## src/rtl/pipelined_shifter.sv

```systemverilog
// Pipelined barrel shifter: SLL/SRL/SRA/ROL/ROR, one log-shifter level per registered stage,
// stall-all valid/ready handshake. Illegal op codes flow through as zero data with out_err set.

module pipelined_shifter_stage #(
    parameter int WIDTH = 32,
    parameter int SHW   = 5,
    parameter int K     = 0
) (
    input  logic             clk,
    input  logic             reset,
    input  logic             en,
    input  logic             vld_i,
    input  logic [WIDTH-1:0] data_i,
    input  logic [SHW-1:0]   amt_i,
    input  logic [2:0]       ctl_i,
    input  logic             sign_i,
    input  logic             err_i,
    output logic             vld_o,
    output logic [WIDTH-1:0] data_o,
    output logic [SHW-1:0]   amt_o,
    output logic [2:0]       ctl_o,
    output logic             sign_o,
    output logic             err_o
);
    localparam int SH = 1 << K;

    // ctl_i = {arith, rotate, left}
    logic [WIDTH-1:0] shl, shr, sra, rol, ror, nxt;

    assign shl = data_i << SH;
    assign shr = data_i >> SH;
    assign sra = shr | ({WIDTH{sign_i}} & ~({WIDTH{1'b1}} >> SH));
    assign rol = (data_i << SH) | (data_i >> (WIDTH - SH));
    assign ror = (data_i >> SH) | (data_i << (WIDTH - SH));

    always_comb begin
        nxt = data_i;
        if (amt_i[K]) begin
            if (ctl_i[1])      nxt = ctl_i[0] ? rol : ror;
            else if (ctl_i[0]) nxt = shl;
            else if (ctl_i[2]) nxt = sra;
            else               nxt = shr;
        end
    end

    always_ff @(posedge clk or negedge reset) begin
        if (!reset) begin
            vld_o  <= 1'b0;
            data_o <= '0;
            amt_o  <= '0;
            ctl_o  <= '0;
            sign_o <= 1'b0;
            err_o  <= 1'b0;
        end else if (en) begin
            vld_o  <= vld_i;
            data_o <= nxt;
            amt_o  <= amt_i;
            ctl_o  <= ctl_i;
            sign_o <= sign_i;
            err_o  <= err_i;
        end
    end
endmodule

module pipelined_shifter #(
    parameter int WIDTH = 32
) (
    input  logic             clk,
    input  logic             reset,
    input  logic             in_valid,
    output logic             in_ready,
    input  logic [WIDTH-1:0] dataA,
    input  logic [WIDTH-1:0] dataB,
    input  logic [5:0]       Signal,
    output logic             out_valid,
    input  logic             out_ready,
    output logic [WIDTH-1:0] dataOut,
    output logic             out_err
);
    localparam int SHW = $clog2(WIDTH);

    logic [SHW:0]            vld_pipe;
    logic [SHW:0][WIDTH-1:0] data_pipe;
    logic [SHW:0][SHW-1:0]   amt_pipe;
    logic [SHW:0][2:0]       ctl_pipe;
    logic [SHW:0]            sign_pipe;
    logic [SHW:0]            err_pipe;
    logic                    advance;

    assign advance  = !out_valid | out_ready;
    assign in_ready = advance;

    // Illegal codes enter as an SRL of zero so the result is zero at every stage.
    always_comb begin
        data_pipe[0] = dataA;
        ctl_pipe[0]  = 3'b000;
        err_pipe[0]  = 1'b0;
        unique case (Signal)
            6'b000000: ctl_pipe[0] = 3'b001;
            6'b000010: ctl_pipe[0] = 3'b000;
            6'b000011: ctl_pipe[0] = 3'b100;
            6'b000100: ctl_pipe[0] = 3'b011;
            6'b000110: ctl_pipe[0] = 3'b010;
            default: begin
                err_pipe[0]  = 1'b1;
                data_pipe[0] = '0;
            end
        endcase
    end

    assign vld_pipe[0]  = in_valid;
    assign amt_pipe[0]  = dataB[SHW-1:0];
    assign sign_pipe[0] = dataA[WIDTH-1];

    for (genvar k = 0; k < SHW; k++) begin : g_stage
        pipelined_shifter_stage #(.WIDTH(WIDTH), .SHW(SHW), .K(k)) u_stage (
            .clk    (clk),
            .reset  (reset),
            .en     (advance),
            .vld_i  (vld_pipe[k]),
            .data_i (data_pipe[k]),
            .amt_i  (amt_pipe[k]),
            .ctl_i  (ctl_pipe[k]),
            .sign_i (sign_pipe[k]),
            .err_i  (err_pipe[k]),
            .vld_o  (vld_pipe[k+1]),
            .data_o (data_pipe[k+1]),
            .amt_o  (amt_pipe[k+1]),
            .ctl_o  (ctl_pipe[k+1]),
            .sign_o (sign_pipe[k+1]),
            .err_o  (err_pipe[k+1])
        );
    end

    assign out_valid = vld_pipe[SHW];
    assign dataOut   = data_pipe[SHW];
    assign out_err   = err_pipe[SHW];

    logic unused_bits;
    assign unused_bits = ^{dataB[WIDTH-1:SHW], amt_pipe[SHW], ctl_pipe[SHW], sign_pipe[SHW]};
endmodule

```

## config.mk

```make
export PLATFORM = sky130hd
export DESIGN_NAME = pipelined_shifter
export DESIGN_NICKNAME = d
export VERILOG_FILES = /design/src/rtl/pipelined_shifter.sv
export SDC_FILE = /design/constraint.sdc
export NUM_CORES = 1
export LEC_CHECK = 0
export ABC_AREA = 1
export ABC_CLOCK_PERIOD_IN_PS = 2200
export CAP_MARGIN = 30
export CORE_UTILIZATION = 57
export CTS_CLUSTER_DIAMETER = 50
export CTS_CLUSTER_SIZE = 28
export DETAILED_ROUTE_END_ITERATION = 12
export MAX_ROUTING_LAYER = met4
export PLACE_DENSITY = 0.82
export RECOVER_POWER = 100
export SETUP_SLACK_MARGIN = 0.4
export SYNTH_ARGS = -nofsm -noshare
export SYNTH_HDL_FRONTEND = slang
export SYNTH_HIERARCHICAL = 1
export SYNTH_SLANG_ARGS = --single-unit
export TNS_END_PERCENT = 5
```

## constraint.sdc

```tcl
create_clock -name clk -period 2.2 [get_ports clk]
set_clock_uncertainty 0.2 [all_clocks]
set_input_delay 0.55 -clock clk [delete_from_list [all_inputs] [get_ports clk]]
set_output_delay 0.55 -clock clk [all_outputs]
set_load 0.05 [all_outputs]
```

==> reports/results.tsv <==
stage	metric	value	unit
sta	fin_setup_tns	0	ns
cts	root_buffer	clkbuf_16	
grt	antenna_found_initial	0	
sta	fmax	493	MHz
floorplanning	initial_core_util	58.6	%
finish	fin_cells	1824	
finish	regArea	4910	um^2
floorplanning	core-area	19600	um^2
grt	grt_pass1_vias	9219	
critical_path	slowest_stage	buf_1	
placed_design	placed_cell_area	12500	um^2
route	route.met2.wl	13.3	mm
cts	cts_htree_levels	4	
cts	path_clk_slew	0.06	ns
placed_design	port-buffer-count	81	
sta	slew_viol_final	0	
worst_hold_path	hp-class	flop to flop	
critical_path	start_kind	flop	
route	drt-initial-drc-count	895	
route	postRouteAntennaNets	0	
floorplanning	die_w	144	um
synthesis	synth_cells	1477	
route	highest_layer	met4	
sta	hold-worst-slack	0.270	ns
cts	cts_buffers	17	
sta	hold_violations	0	
sta	fin_crit	2.03	ns
grt	gr-total-overflow	0	
finish	multiInputGateArea	5050	um^2
sta	fin_crit_sh	92.2	%
floorplanning	die_h	144	um
route	vias	10022	
power_and_ir_drop	p_int	8.39	mW
sta	rsz0062_at_grt	true	
placed_design	dp_cells	1786	
critical_path	path_cells	buf_1	
sta	slew_headroom	46.2	%
finish	drive_gt1_share	14.1	%
route	wire_per_inst	14.7	um
finish	finish.utilization	65.2	%
critical_path	max_stage_delay	0.49	ns
power_and_ir_drop	net-switching-power	6.47	mW
critical_path	path_buf_inv	1	
finish	final_cell_mix	506 x nand2_1, 193 x dfrtp_1, 153 x inv_1	
route	drc	0	
grt	grt_usage	28.1	%
power_and_ir_drop	seq_power_share	40.1	%
cts	numClockSinks	196	
status	status	finished clean	
grt	grt_first_pass_wirelength	44.9	mm
sta	tightest_slew	0.806	ns
floorplanning	die-area	20700	um^2
route	wl_met3	1.26	mm
synthesis	syn_area	11500	um^2
critical_path	worstPathRequired	1.45	ns
finish	n_antenna_cell	0	
power_and_ir_drop	p_comb_share	41.1	%
finish	final_common_cell	nand2_1	
critical_path	crit_path_end_kind	primary output	
finish	syn_to_final_growth	11.4	%
finish	fillers	1743	
power_and_ir_drop	ir_worst_vdd	539	uV
cts	cts_tree	built	
synthesis	syn_nets	1551	
placed_design	place.gp.congestion	0.897	
power_and_ir_drop	p_per_area	1160	nW/um^2
sta	setup_violations	0	
grt	grt_max_degree	50	
job	cap_violations	0	
critical_path	crit_path_max_fanout	2	
power_and_ir_drop	switching_share	43.5	%
critical_path	critical-path-top-delay-family	buffers and inverters	
power_and_ir_drop	p_leak	6.09	nW
route	drt-met1-wl	11.5	mm
cts	clk_latency	0.44	ns
route	vias_per_cell	5.49	
critical_path	worst_ep_arrival_time	1.28	ns
finish	fin_nets	1620	
route	first_pass_iters	6	
floorplanning	rows	51	
synthesis	yosys_warnings	6	
placed_design	dp_hpwl	19.2	mm
floorplanning	ios	109	
route	routed_wl	26.8	mm
critical_path	crit_type	flop to primary output	
cts	clockBufferDepth	2	
synthesis	avgSynthCellArea	7.77	um^2
power_and_ir_drop	p_clk_share	18.8	%
finish	final_cell_area	12800	um^2
[area by class of cell]
class                           instances  area share [%]
Timing Repair Buffer                  148            10.2
Tap cell                              265            2.59
Inverter                              173            5.24
Clock buffer                           19            3.39
Multi-Input combinational cell       1010            39.5
Sequential cell                       196            38.4
Clock inverter                         13           0.685
[metal layers]
layer | track usage [%] | up-vias
li1 | - | 4894
met1 | 35.2 | 4702
met2 | 45.9 | 365
met3 | 3.67 | 61
met4 | 11.9 | 0
met5 | - | -
[final timing paths]
kind,start,endpoint,slack (ns),depth (start not counted)
min reg2reg,g_stage[2].u_stage/vld_o,g_stage[2].u_stage/vld_o,0.27,2
min in group asynchronous,reset,g_stage[4].u_stage/data_o[27],0.41,2
max in group asynchronous,reset,g_stage[0].u_stage/data_o[8],0.35,3
max,g_stage[4].u_stage/data_o[30],dataOut[30],0.17,1
min,g_stage[2].u_stage/vld_o,g_stage[2].u_stage/vld_o,0.27,2
max reg2reg,g_stage[4].u_stage/vld_o,g_stage[4].u_stage/data_o[27],0.23,8
[stage by stage]
step | total power [mW] | setup WS, ns
floorplan | 10.6 | 0.420
global placement | 12.3 | -0.0927
detailed placement | 12.5 | -0.181
CTS | 15.3 | 0.250
global route | 15.9 | 0.130
finish | 14.9 | 0.172
[power by group through the flow]
| stage | clock network, mW | registers (mW) | logic (mW) |
|---|---|---|---|
| floorplan | 0 | 6.53 | 4.04 |
| global placement | 0 | 5.99 | 6.30 |
| detailed placement | 0 | 6.03 | 6.42 |
| CTS | 2.85 | 5.97 | 6.47 |
| global route | 3.03 | 6.12 | 6.75 |
| finish | 2.80 | 5.96 | 6.11 |
[sequential cells by signal, summed over array words and instances, names as in the netlist]
register	cells
g_stage.u_stage/amt_o	10
g_stage.u_stage/ctl_o	12
g_stage.u_stage/data_o	160
g_stage.u_stage/err_o	5
g_stage.u_stage/sign_o	4
g_stage.u_stage/vld_o	5
[what timing repair did]
action / CTS / global route
resized for setup: 3 / 29
pin swaps: 1 / 5
gates cloned: 0 / 1
buffers inserted: 2 / 2
hold buffers: 1 / 0
endpoints found under the hold margin: 39 / 0
setup endpoints to repair: 34 / 64
Power figures use the tool's default switching activity.
